**config.mk**
```make
export PLATFORM = sky130hd
export DESIGN_NAME = iso_tu_scheduler_flat
export DESIGN_NICKNAME = d
export VERILOG_FILES = /design/src/rtl/iso_tu_scheduler_pkg.sv /design/src/rtl/iso_tu_scheduler_if.sv /design/src/rtl/iso_frac_acc.sv /design/src/rtl/iso_tu_scheduler.sv /design/src/flat_wrapper.sv
export SDC_FILE = /design/constraint.sdc
export NUM_CORES = 1
export LEC_CHECK = 0
export ABC_AREA = 0
export BUFFER_PORTS_ARGS = -buffer_cell sky130_fd_sc_hd__buf_4
export CAP_MARGIN = 15
export CORE_MARGIN = 3
export CORE_UTILIZATION = 58
export CTS_CLUSTER_SIZE = 40
export DETAILED_ROUTE_END_ITERATION = 8
export GPL_TIMING_DRIVEN = 0
export PLACE_DENSITY_LB_ADDON = 0.3
export SKIP_LAST_GASP = 1
export SLEW_MARGIN = 20
export SYNTH_ARGS = -nofsm -noshare
export SYNTH_HDL_FRONTEND = slang
export SYNTH_SLANG_ARGS = --single-unit
```
**constraint.sdc**
```tcl
create_clock -name clk -period 4.6 [get_ports clk]
set_clock_uncertainty 0.1 [all_clocks]
set_input_delay 0.23 -clock clk [delete_from_list [all_inputs] [get_ports clk]]
set_output_delay 0.23 -clock clk [all_outputs]
set_load 0.02 [all_outputs]
```
**src/rtl/iso_tu_scheduler_pkg.sv**
```systemverilog
// Shared definitions for the isochronous transfer-unit scheduler.
//   - slot-type encodings driven on sched_stream_state
//   - FSM state enum
//   - default TU size / accumulator width and the integer cap
//   - slot_type(): slot classification for a position within a TU
package iso_tu_scheduler_pkg;

  localparam int TU_SIZE_DFLT = 64;
  localparam int FRAC_W_DFLT  = 10;
  localparam int VLD_INT_MAX  = 60;

  typedef enum logic [1:0] {
    ST_IDLE   = 2'b00,
    ST_ACTIVE = 2'b01,
    ST_BLANK  = 2'b10
  } state_t;

  typedef enum logic [1:0] {
    SLOT_FILL = 2'b00,
    SLOT_DATA = 2'b01,
    SLOT_FS   = 2'b10,
    SLOT_FE   = 2'b11
  } slot_t;

  // FE owns the last slot; DATA fills [0, n); FS marks the first non-data slot.
  function automatic slot_t slot_type(input logic [5:0] pos,
                                      input logic [6:0] n,
                                      input logic [5:0] last);
    if (pos == last)
      return SLOT_FE;
    else if ({1'b0, pos} < n)
      return SLOT_DATA;
    else if ({1'b0, pos} == n)
      return SLOT_FS;
    else
      return SLOT_FILL;
  endfunction

endpackage

```
**src/rtl/iso_tu_scheduler_if.sv**
```systemverilog
// Control/status bundle of the TU scheduler.
//   master : iso_start, cfg_load, cfg_vld_int, cfg_vld_frac, blank_req,
//            fifo_empty (driven); scheduler outputs (observed)
//   slave  : the scheduler itself
interface iso_tu_scheduler_if #(
  parameter int FRAC_W = 10
);
  logic              iso_start;
  logic              cfg_load;
  logic [5:0]        cfg_vld_int;
  logic [FRAC_W-1:0] cfg_vld_frac;
  logic              blank_req;
  logic              fifo_empty;
  logic              sched_stream_en;
  logic [1:0]        sched_stream_state;
  logic              sched_blank_en;
  logic              fifo_rd;
  logic [5:0]        tu_pos;
  logic              underflow;

  modport master (
    output iso_start, cfg_load, cfg_vld_int, cfg_vld_frac, blank_req, fifo_empty,
    input  sched_stream_en, sched_stream_state, sched_blank_en, fifo_rd, tu_pos, underflow
  );

  modport slave (
    input  iso_start, cfg_load, cfg_vld_int, cfg_vld_frac, blank_req, fifo_empty,
    output sched_stream_en, sched_stream_state, sched_blank_en, fifo_rd, tu_pos, underflow
  );
endinterface

```
**src/rtl/iso_frac_acc.sv**
```systemverilog
// Fractional valid-symbol accumulator.
//   clk, rst : clock, async active-high reset (clears the accumulator)
//   frac     : fractional increment, units of 1/2^FRAC_W
//   step     : advance the accumulator by frac on this edge
//   carry    : the current step overflows one whole symbol
module iso_frac_acc #(
  parameter int FRAC_W = 10
) (
  input  logic              clk,
  input  logic              rst,
  input  logic [FRAC_W-1:0] frac,
  input  logic              step,
  output logic              carry
);
  logic [FRAC_W-1:0] acc_q;
  logic [FRAC_W:0]   sum;

  assign sum   = {1'b0, acc_q} + {1'b0, frac};
  assign carry = sum[FRAC_W];

  // NOTE: sequential state is written with <= so every register samples
  // pre-edge values; = here would create order-dependent simulation races.
  always_ff @(posedge clk or posedge rst) begin
    if (rst)
      acc_q <= '0;
    else if (step)
      acc_q <= sum[FRAC_W-1:0];   // modulo 2^FRAC_W; overflow leaves as carry
  end
endmodule

```
**src/rtl/iso_tu_scheduler.sv**
```systemverilog
// Transfer-unit slot scheduler for an isochronous link stream.
//   clk, rst : link-symbol clock, async active-high reset
//   bus      : iso_tu_scheduler_if.slave (controls in, slot outputs out)
// All outputs are registered together so tu_pos always names the slot whose
// type is on sched_stream_state.
module iso_tu_scheduler
  import iso_tu_scheduler_pkg::*;
#(
  parameter int TU_SIZE = TU_SIZE_DFLT,
  parameter int FRAC_W  = FRAC_W_DFLT
) (
  input  logic            clk,
  input  logic            rst,
  iso_tu_scheduler_if.slave bus
);
  localparam logic [5:0] LAST_POS = 6'(TU_SIZE - 1);
  localparam logic [5:0] INT_CAP  = 6'(VLD_INT_MAX);

  state_t            state_q, state_d;
  logic [5:0]        pos_q, pos_d;
  logic [6:0]        n_q, n_d, n_base;
  logic [5:0]        vld_int_sh;
  logic [FRAC_W-1:0] vld_frac_sh;
  logic              tu_end, enter_tu, carry;

  logic       stream_en_q, stream_en_d;
  logic [1:0] slot_q, slot_d;
  logic       blank_en_q, blank_en_d;
  logic       fifo_rd_q, fifo_rd_d;
  logic       underflow_q, underflow_d;

  // Shadows are only consumed at TU entry, so a load lands at the next
  // boundary and the last load within a TU wins.
  always_ff @(posedge clk or posedge rst) begin
    if (rst) begin
      vld_int_sh  <= '0;
      vld_frac_sh <= '0;
    end else if (bus.cfg_load) begin
      vld_int_sh  <= bus.cfg_vld_int;
      vld_frac_sh <= bus.cfg_vld_frac;
    end
  end

  // Steps only when an ACTIVE TU starts, so BLANK TUs freeze it.
  iso_frac_acc #(.FRAC_W(FRAC_W)) u_frac_acc (
    .clk   (clk),
    .rst   (rst),
    .frac  (vld_frac_sh),
    .step  (enter_tu),
    .carry (carry)
  );

  // Next state, slot position and per-TU data count.
  // NOTE: every signal written in an always_comb gets a default first, so no
  // path leaves it unassigned and no latch is inferred.
  always_comb begin
    state_d = state_q;
    tu_end  = (state_q != ST_IDLE) && (pos_q == LAST_POS);
    unique case (state_q)
      ST_IDLE:             if (bus.iso_start) state_d = ST_ACTIVE;
      ST_ACTIVE, ST_BLANK: if (tu_end) begin
                             if (!bus.iso_start)    state_d = ST_IDLE;
                             else if (bus.blank_req) state_d = ST_BLANK;
                             else                    state_d = ST_ACTIVE;
                           end
      default:             state_d = ST_IDLE;
    endcase

    enter_tu = (state_d == ST_ACTIVE) && ((state_q == ST_IDLE) || tu_end);

    if (state_d == ST_IDLE || state_q == ST_IDLE || tu_end)
      pos_d = '0;
    else
      pos_d = 6'(pos_q + 6'd1);

    n_base = (vld_int_sh > INT_CAP) ? {1'b0, INT_CAP} : {1'b0, vld_int_sh};
    n_d    = enter_tu ? 7'(n_base + {6'd0, carry}) : n_q;
  end

  // Output values for the slot about to be driven.
  always_comb begin
    stream_en_d = 1'b0;
    slot_d      = SLOT_FILL;
    blank_en_d  = 1'b0;
    fifo_rd_d   = 1'b0;
    unique case (state_d)
      ST_ACTIVE: begin
        stream_en_d = 1'b1;
        slot_d      = slot_type(pos_d, n_d, LAST_POS);
        fifo_rd_d   = (slot_type(pos_d, n_d, LAST_POS) == SLOT_DATA);
      end
      ST_BLANK:  blank_en_d = 1'b1;
      default:   ;
    endcase

    // Sticky across IDLE; only a fresh start clears it.
    underflow_d = underflow_q | (fifo_rd_q & bus.fifo_empty);
    if (state_q == ST_IDLE && state_d == ST_ACTIVE)
      underflow_d = 1'b0;
  end

  always_ff @(posedge clk or posedge rst) begin
    if (rst) begin
      state_q     <= ST_IDLE;
      pos_q       <= '0;
      n_q         <= '0;
      stream_en_q <= 1'b0;
      slot_q      <= SLOT_FILL;
      blank_en_q  <= 1'b0;
      fifo_rd_q   <= 1'b0;
      underflow_q <= 1'b0;
    end else begin
      state_q     <= state_d;
      pos_q       <= pos_d;
      n_q         <= n_d;
      stream_en_q <= stream_en_d;
      slot_q      <= slot_d;
      blank_en_q  <= blank_en_d;
      fifo_rd_q   <= fifo_rd_d;
      underflow_q <= underflow_d;
    end
  end

  assign bus.sched_stream_en    = stream_en_q;
  assign bus.sched_stream_state = slot_q;
  assign bus.sched_blank_en     = blank_en_q;
  assign bus.fifo_rd            = fifo_rd_q;
  assign bus.tu_pos             = pos_q;
  assign bus.underflow          = underflow_q;

endmodule

```
**src/flat_wrapper.sv**
```systemverilog
// flat-port wrapper written by rule: the top's interface ports become plain ports
module iso_tu_scheduler_flat import iso_tu_scheduler_pkg::*;
#(
  parameter int TU_SIZE = TU_SIZE_DFLT,
  parameter int FRAC_W  = FRAC_W_DFLT
)
  (clk, rst, bus_iso_start, bus_cfg_load, bus_cfg_vld_int, bus_cfg_vld_frac, bus_blank_req, bus_fifo_empty, bus_sched_stream_en, bus_sched_stream_state, bus_sched_blank_en, bus_fifo_rd, bus_tu_pos, bus_underflow);
  iso_tu_scheduler_if #(.FRAC_W(FRAC_W)) bus_i ();
  input  logic clk;
  input  logic rst;
  input wire logic [$bits(bus_i.iso_start)-1:0] bus_iso_start;
  input wire logic [$bits(bus_i.cfg_load)-1:0] bus_cfg_load;
  input wire logic [$bits(bus_i.cfg_vld_int)-1:0] bus_cfg_vld_int;
  input wire logic [$bits(bus_i.cfg_vld_frac)-1:0] bus_cfg_vld_frac;
  input wire logic [$bits(bus_i.blank_req)-1:0] bus_blank_req;
  input wire logic [$bits(bus_i.fifo_empty)-1:0] bus_fifo_empty;
  output wire logic [$bits(bus_i.sched_stream_en)-1:0] bus_sched_stream_en;
  output wire logic [$bits(bus_i.sched_stream_state)-1:0] bus_sched_stream_state;
  output wire logic [$bits(bus_i.sched_blank_en)-1:0] bus_sched_blank_en;
  output wire logic [$bits(bus_i.fifo_rd)-1:0] bus_fifo_rd;
  output wire logic [$bits(bus_i.tu_pos)-1:0] bus_tu_pos;
  output wire logic [$bits(bus_i.underflow)-1:0] bus_underflow;
  assign bus_i.iso_start = bus_iso_start;
  assign bus_i.cfg_load = bus_cfg_load;
  assign bus_i.cfg_vld_int = bus_cfg_vld_int;
  assign bus_i.cfg_vld_frac = bus_cfg_vld_frac;
  assign bus_i.blank_req = bus_blank_req;
  assign bus_i.fifo_empty = bus_fifo_empty;
  assign bus_sched_stream_en = bus_i.sched_stream_en;
  assign bus_sched_stream_state = bus_i.sched_stream_state;
  assign bus_sched_blank_en = bus_i.sched_blank_en;
  assign bus_fifo_rd = bus_i.fifo_rd;
  assign bus_tu_pos = bus_i.tu_pos;
  assign bus_underflow = bus_i.underflow;
  iso_tu_scheduler #(.TU_SIZE(TU_SIZE), .FRAC_W(FRAC_W)) u_core (.clk(clk), .rst(rst), .bus(bus_i));
endmodule
```
* Word-level counts from Yosys, hierarchy flattened *
Index checks and enable logic that the tools add are counted.

cells by class
  add/sub/neg operators = 3
  multipliers = 0
  divide/modulo/power cells = 0
  magnitude comparators = 2
  equal/unequal tests = 8
  shift-type cells = 0
  multiplexer cells = 17
  bitwise gates (word level) = 2
  reduce and logical (&&, ||, !) cells = 10

operators with widths
  cell                                            count
  two-way mux 2 bit                               9
  == test 6 bit (second input constant)           2
  two-way mux 6 bit                               2
  adder 10 x 10 -> 11 bit                         1
  adder 7 x 1 -> 7 bit                            1
  == test 6 x 7 -> 1 bit                          1
  less-than comparator 6 x 7 -> 1 bit             1
  two-way mux 7 bit                               1
  adder 6 x 1 -> 6 bit (second input constant)    1
  == test 2 x 1 -> 1 bit (second input constant)  3
  > comparator 6 bit (second input constant)      1
  == test 2 bit (second input constant)           2
  zero test 2 bit                                 2
  two-way mux 1 bit                               4
  one-hot mux 2 bit (2 select lines)              1
  logical AND 1 bit                               3
  logical OR 1 bit                                3
  nonzero test 2 bit                              1
  OR reduction 2 bit                              1
  AND 1 bit                                       1
  OR 1 bit                                        1

word-level totals
  flip-flop bits (word level) = 47
  latch bits = 0
  bits in writable memories = 0
  memory bits (read-only) = 0
  input port bits = 22
  output and inout port bits = 12
  word-level logic and storage cells = 53
  memories kept = 0

* Longest topological paths before layout *
  word-level depth = 15
  gate-level depth with buffers = 19
  depth with buffers taken out = 19

* Modules after synthesis *
A second synthesis with hierarchy kept.

second synthesis, totals
  cell total of the unflattened synthesis = 264
  area, all modules = 2793.9 µm²

by module, submodules not included
  module            times used  cells an instance  area each (µm²)
  iso_tu_scheduler  1           168                1918.1
  iso_frac_acc      1           96                 875.8

* Least setup slack after synthesis *
Ideal clock, no wire load.

  kind = register to register
  start = reg u_core.vld_frac_sh[0]
  end = reg u_core.slot_q[1], in the netlist u_core.bus.sched_stream_state[1]
  setup time = 0.120 ns
  data arrival time = 3.346 ns
  data required time = 4.380 ns
  path slack = 1.034 ns
  stages on the path, launching flop included = 20
  path buffers = 0
  clock period less this slack = 3.566 ns
  path through = dfrtp_1 -> ha_1 -> inv_1 -> fa_1 -> nor2b_1 -> o21a_1 -> o21ai_0 -> a21oi_1 -> a21o_1 -> a21o_1 -> ha_1 -> ha_1 -> xor2_1 -> mux2i_2 -> ha_1 -> o21ai_0 -> a21oi_1 -> nor3_1 -> o21bai_1 -> a31o_1

on the way
  word-level cells in the longest chain between the ends = 8
  elaborated cells between the ends (all ways) = 9
  classes of those cells = add/sub (2); order compare (1); eq/ne (1); mux (5)

RTL lines
  element                                                                                      line                        text
  from (decl)                                                                                  iso_tu_scheduler.sv:23      logic [FRAC_W-1:0] vld_frac_sh;
  from (signal assigned)                                                                       iso_tu_scheduler.sv:40      vld_frac_sh <= bus.cfg_vld_frac;
  adder 10 x 10 -> 11 bit (*)                                                                  iso_frac_acc.sv:18          assign sum = {1'b0, acc_q} + {1'b0, frac};
  adder 7 x 1 -> 7 bit (*)                                                                     iso_tu_scheduler.sv:77      n_d = enter_tu ? 7'(n_base + {6'd0, carry}) : n_q;
  two-way mux 7 bit (*)                                                                        iso_tu_scheduler.sv:77
  parallel branches: the longest is 2 deep, another holds less-than comparator 6 x 7 -> 1 bit  -
  two-way mux 2 bit (*)                                                                        iso_tu_scheduler_pkg.sv:31  else if ({1'b0, pos} < n)
  two-way mux 2 bit (*)                                                                        iso_tu_scheduler_pkg.sv:29  if (pos == last)
  two-way mux 2 bit (*)                                                                        iso_tu_scheduler.sv:86      unique case (state_d)
  via u_core.slot_d[1]                                                                         iso_tu_scheduler.sv:27      logic [1:0] slot_q, slot_d;
  to (signal assigned)                                                                         iso_tu_scheduler.sv:117     slot_q <= slot_d;
  to (decl)                                                                                    iso_tu_scheduler.sv:27

Mark *: on every way through the listed nets, which the timed path passes.
A chain may end at the register's enable or synchronous reset.

* Worst setup path after layout *
Ends and elaborated chain as after synthesis.

==> results.md <==
- Top_reg_cell synth: dfrtp_1
- P_int: 570 uW
- Diodes inserted: 0
- Clock slew at reported path FFs: 0.08 ns
- IR drop worst, VDD: 0.208 mV
- Number of top-level pins: 34
- Starting Density: 60.8%
- DRC Markers: 0
- Final ANT Viol Nets: 0
- WHS Path Cells: 2
- Starting DRT DRC Count: 57
- CTS root buf: clkbuf_8
- Yosys Warn Count: 0
- Initial antenna violation count: 0
- Drt via density: 5.53
- Setup crit end kind: flop
- Post-DP HPWL: 3.65 mm
- First-pass GRT wire length: 8.18 mm
- Unique masters post-synth: 44
- Synth Area per Inst: 11.4 um2
- Hold Path Origin: bus_cfg_vld_frac[4]
- Final WL: 4.70 mm
- Filler instances: 327
- Post-synth ARST share: 100%
- Total Neg Setup Slack: 0 ns
- Hold Path Sink: u_core.vld_frac_sh[4]
- Final worst path period share: 87.1%
- Critical path peak fanout: 3
- Fmax: 0.250 GHz
- Vias in the first global route: 1761
- Core Box Area: 4380 um2
- Die Width: 73.8 um
- Synth Net Count: 277
- R2R setup slack: 0.59 ns
- Tot GR Track Use: 19.5%
- Nets: 318
- Max clock buf depth: 2
- FP Rows: 24
- Vias after detailed routing: 1798
- Share of cells above drive strength 1: 30.0%
- H-tree levels: 2
- First-pass iteration count of the detailed router: 4
- Comb pwr share: 10.6%
- WP data arrival: 4.09 ns
- Max_cap viols: 0
- Latest clock arrival within the worst-skew pair: 0.29 ns
- Relative slew slack: 68.4%
- Reg2reg end: u_core.bus.sched_stream_state[1]
- Pwr per Cell Area: 241 nW/um2
- Post-synthesis sequential area ratio: 44.1%
- Leakage: 1.48 nW
- Flop pwr share: 58.8%
- Slew @ Worst Pin: 0.474 ns
- Die Ht: 73.8 um
- Largest net degree at the start of global routing: 29
- Period minus WS final: 4.01 ns
- Post-Syn Area: 2670 um2
- # setup viols final: 0
- Critical Path Start Type: flop
- Switch share: 23.1%
- RD Place Congestion: 0.843
- RR Startpoint: u_core.vld_frac_sh[0]
- Wire per inst: 14.4 um
- Unrepaired setup endpoints after global routing: no
- Grt ovf: 0
- Postcts setup bufs: 0
- Clock Power Share: 30.6%
- Clock buffer count from CTS: 5
- Total power: 741 uW
- Fin. Hold Viols: 0
- Die ar.: 5450 um2
- CTS tree: built
- Worst min path class: input pin to flop
- Syn Inst Count: 233
- CP Class: flop to flop
- Status: finished clean
- Slew Viols, Final: 0
- P&R area growth vs syn: 15.3%
- EDFF count, synth: 0
- CTS Sinks: 47
- Psw: 171 uW
- CP required: 4.68 ns
- PortBufs: 32
- #FFs+latches synth: 47
- R2R depth: 19
## per-stage QoR
step	setup WS, ns	hold slack (ns)	area [um2]	utilization, %	std cells
6_report	0.595	0.0689	3080	70.1	325
5_1_grt	0.243	0.0470	3080	70.1	325
4_1_cts	0.563	0.0590	3080	70.1	325
2_1_floorplan	1.03	0.251	2670	-	233
3_5_place_dp	0.595	0.160	2990	68.3	318
3_3_place_gp	0.731	0.344	2970	67.8	317
## layout make-up
type	count	area, um2	area share, %
Multi-Input combinational cell	164	1380	44.8
Sequential cell	47	1180	38.2
Timing Repair Buffer	34	270	8.79
Clock buffer	6	72.6	2.36
Tap cell	52	65.1	2.12
Inverter	16	60.1	1.95
Buffer	6	53.8	1.75
## worst max-delay path, cell delays in order, from the launching register on
cell and delay, ns:
dfrtp_1 0.39, ha_1 0.25, inv_1 0.08, fa_1 0.19, nor2b_1 0.06, o21a_1 0.18, o21ai_0 0.32, a21oi_1 0.17
a21o_1 0.21, a21o_1 0.18, ha_1 0.23, ha_1 0.23, xor2_1 0.16, mux2i_2 0.21, ha_1 0.27, o21ai_0 0.14
a21oi_1 0.07, nor3_1 0.13, o21bai_1 0.14, a31o_1 0.19
## synth_stat cells, types with 5 or more instances
master   instances  area share, %
nor2_1          16            2.3
inv_1           12            1.7
mux2_4           9            5.1
xnor2_1          8            2.6
nand2_1          9            1.3
xor2_1           6            2.0
mux2_2          15            6.3
ha_1            21            9.8
dfrtp_1         47             44
a21oi_1         14            2.6
mux2i_2          5            2.6
o21ai_0          8            1.5
nand3_1          5           0.94
nor3_1           7            1.3
## state kept, by name, summed over array words and instances, names as in the netlist, 2 cells and up
name                           count
u_core.n_q                         7
u_core.vld_frac_sh                10
u_core.u_frac_acc.acc_q           10
u_core.vld_int_sh                  6
u_core.bus.tu_pos                  6
u_core.state_q                     2
u_core.bus.sched_stream_state      2
## how the worst max path moves through the flow
stage / startpoint / endpoint / slack, ns
after floorplan: u_core.vld_frac_sh[0] / u_core.bus.sched_stream_state[1] / 1.03
after global placement: u_core.vld_frac_sh[0] / u_core.bus.sched_stream_state[1] / 0.73
after detailed placement: u_core.vld_frac_sh[0] / u_core.bus.sched_stream_state[1] / 0.59
after CTS: u_core.vld_frac_sh[0] / u_core.bus.sched_stream_state[1] / 0.56
after global routing: u_core.u_frac_acc.acc_q[0] / u_core.bus.sched_stream_state[0] / 0.24
final: u_core.vld_frac_sh[0] / u_core.bus.sched_stream_state[1] / 0.59
## power by group through the flow
stage	Sequential [mW]	Clock (mW)	Combinational, mW
global placement	0.444	0	0.0732
CTS	0.436	0.233	0.0797
detailed placement	0.445	0	0.0788
floorplan	0.441	0	0.0534
finish	0.436	0.227	0.0782
global route	0.438	0.254	0.0888
## metal layers
metal / share of wire, % / global-route usage (%)
met2: 47 / 30.8
met5: 0 / 0
met3: 3.3 / 4.10
met4: 0.57 / 4.83
met1: 50 / 27.3
## cell families after synthesis
group                    synth area share [%]
adder cells (fa/ha/maj)                  10.6
buffers and inverters                    4.27
multiplexers                             14.4
AND/OR/NAND/NOR                          11.9
AO/OA/AOI/OAI                            10.2
XOR/XNOR                                 4.60
flip-flops                               44.1
## placed cells by master (no fill, tap or decap), types with 4 or more instances in the layout
cell,n
nand3_1,5
xnor2_1,8
inv_1,11
nand2_1,9
nor3_1,7
nor2_1,16
ha_1,21
mux2_4,9
inv_2,5
mux2_2,15
dfrtp_1,47
o21ai_0,8
xor2_1,6
a21oi_1,14
buf_4,32
o21bai_1,4
mux2i_2,5
clkbuf_1,4
clkbuf_8,5
## timing repair
item | 4_1_cts | 5_1_grt
hold buffers | 1 | 0
gates resized for setup | 0 | 0
endpoints found under the hold margin | 19 | 0
(Power assumes the default switching activity.)
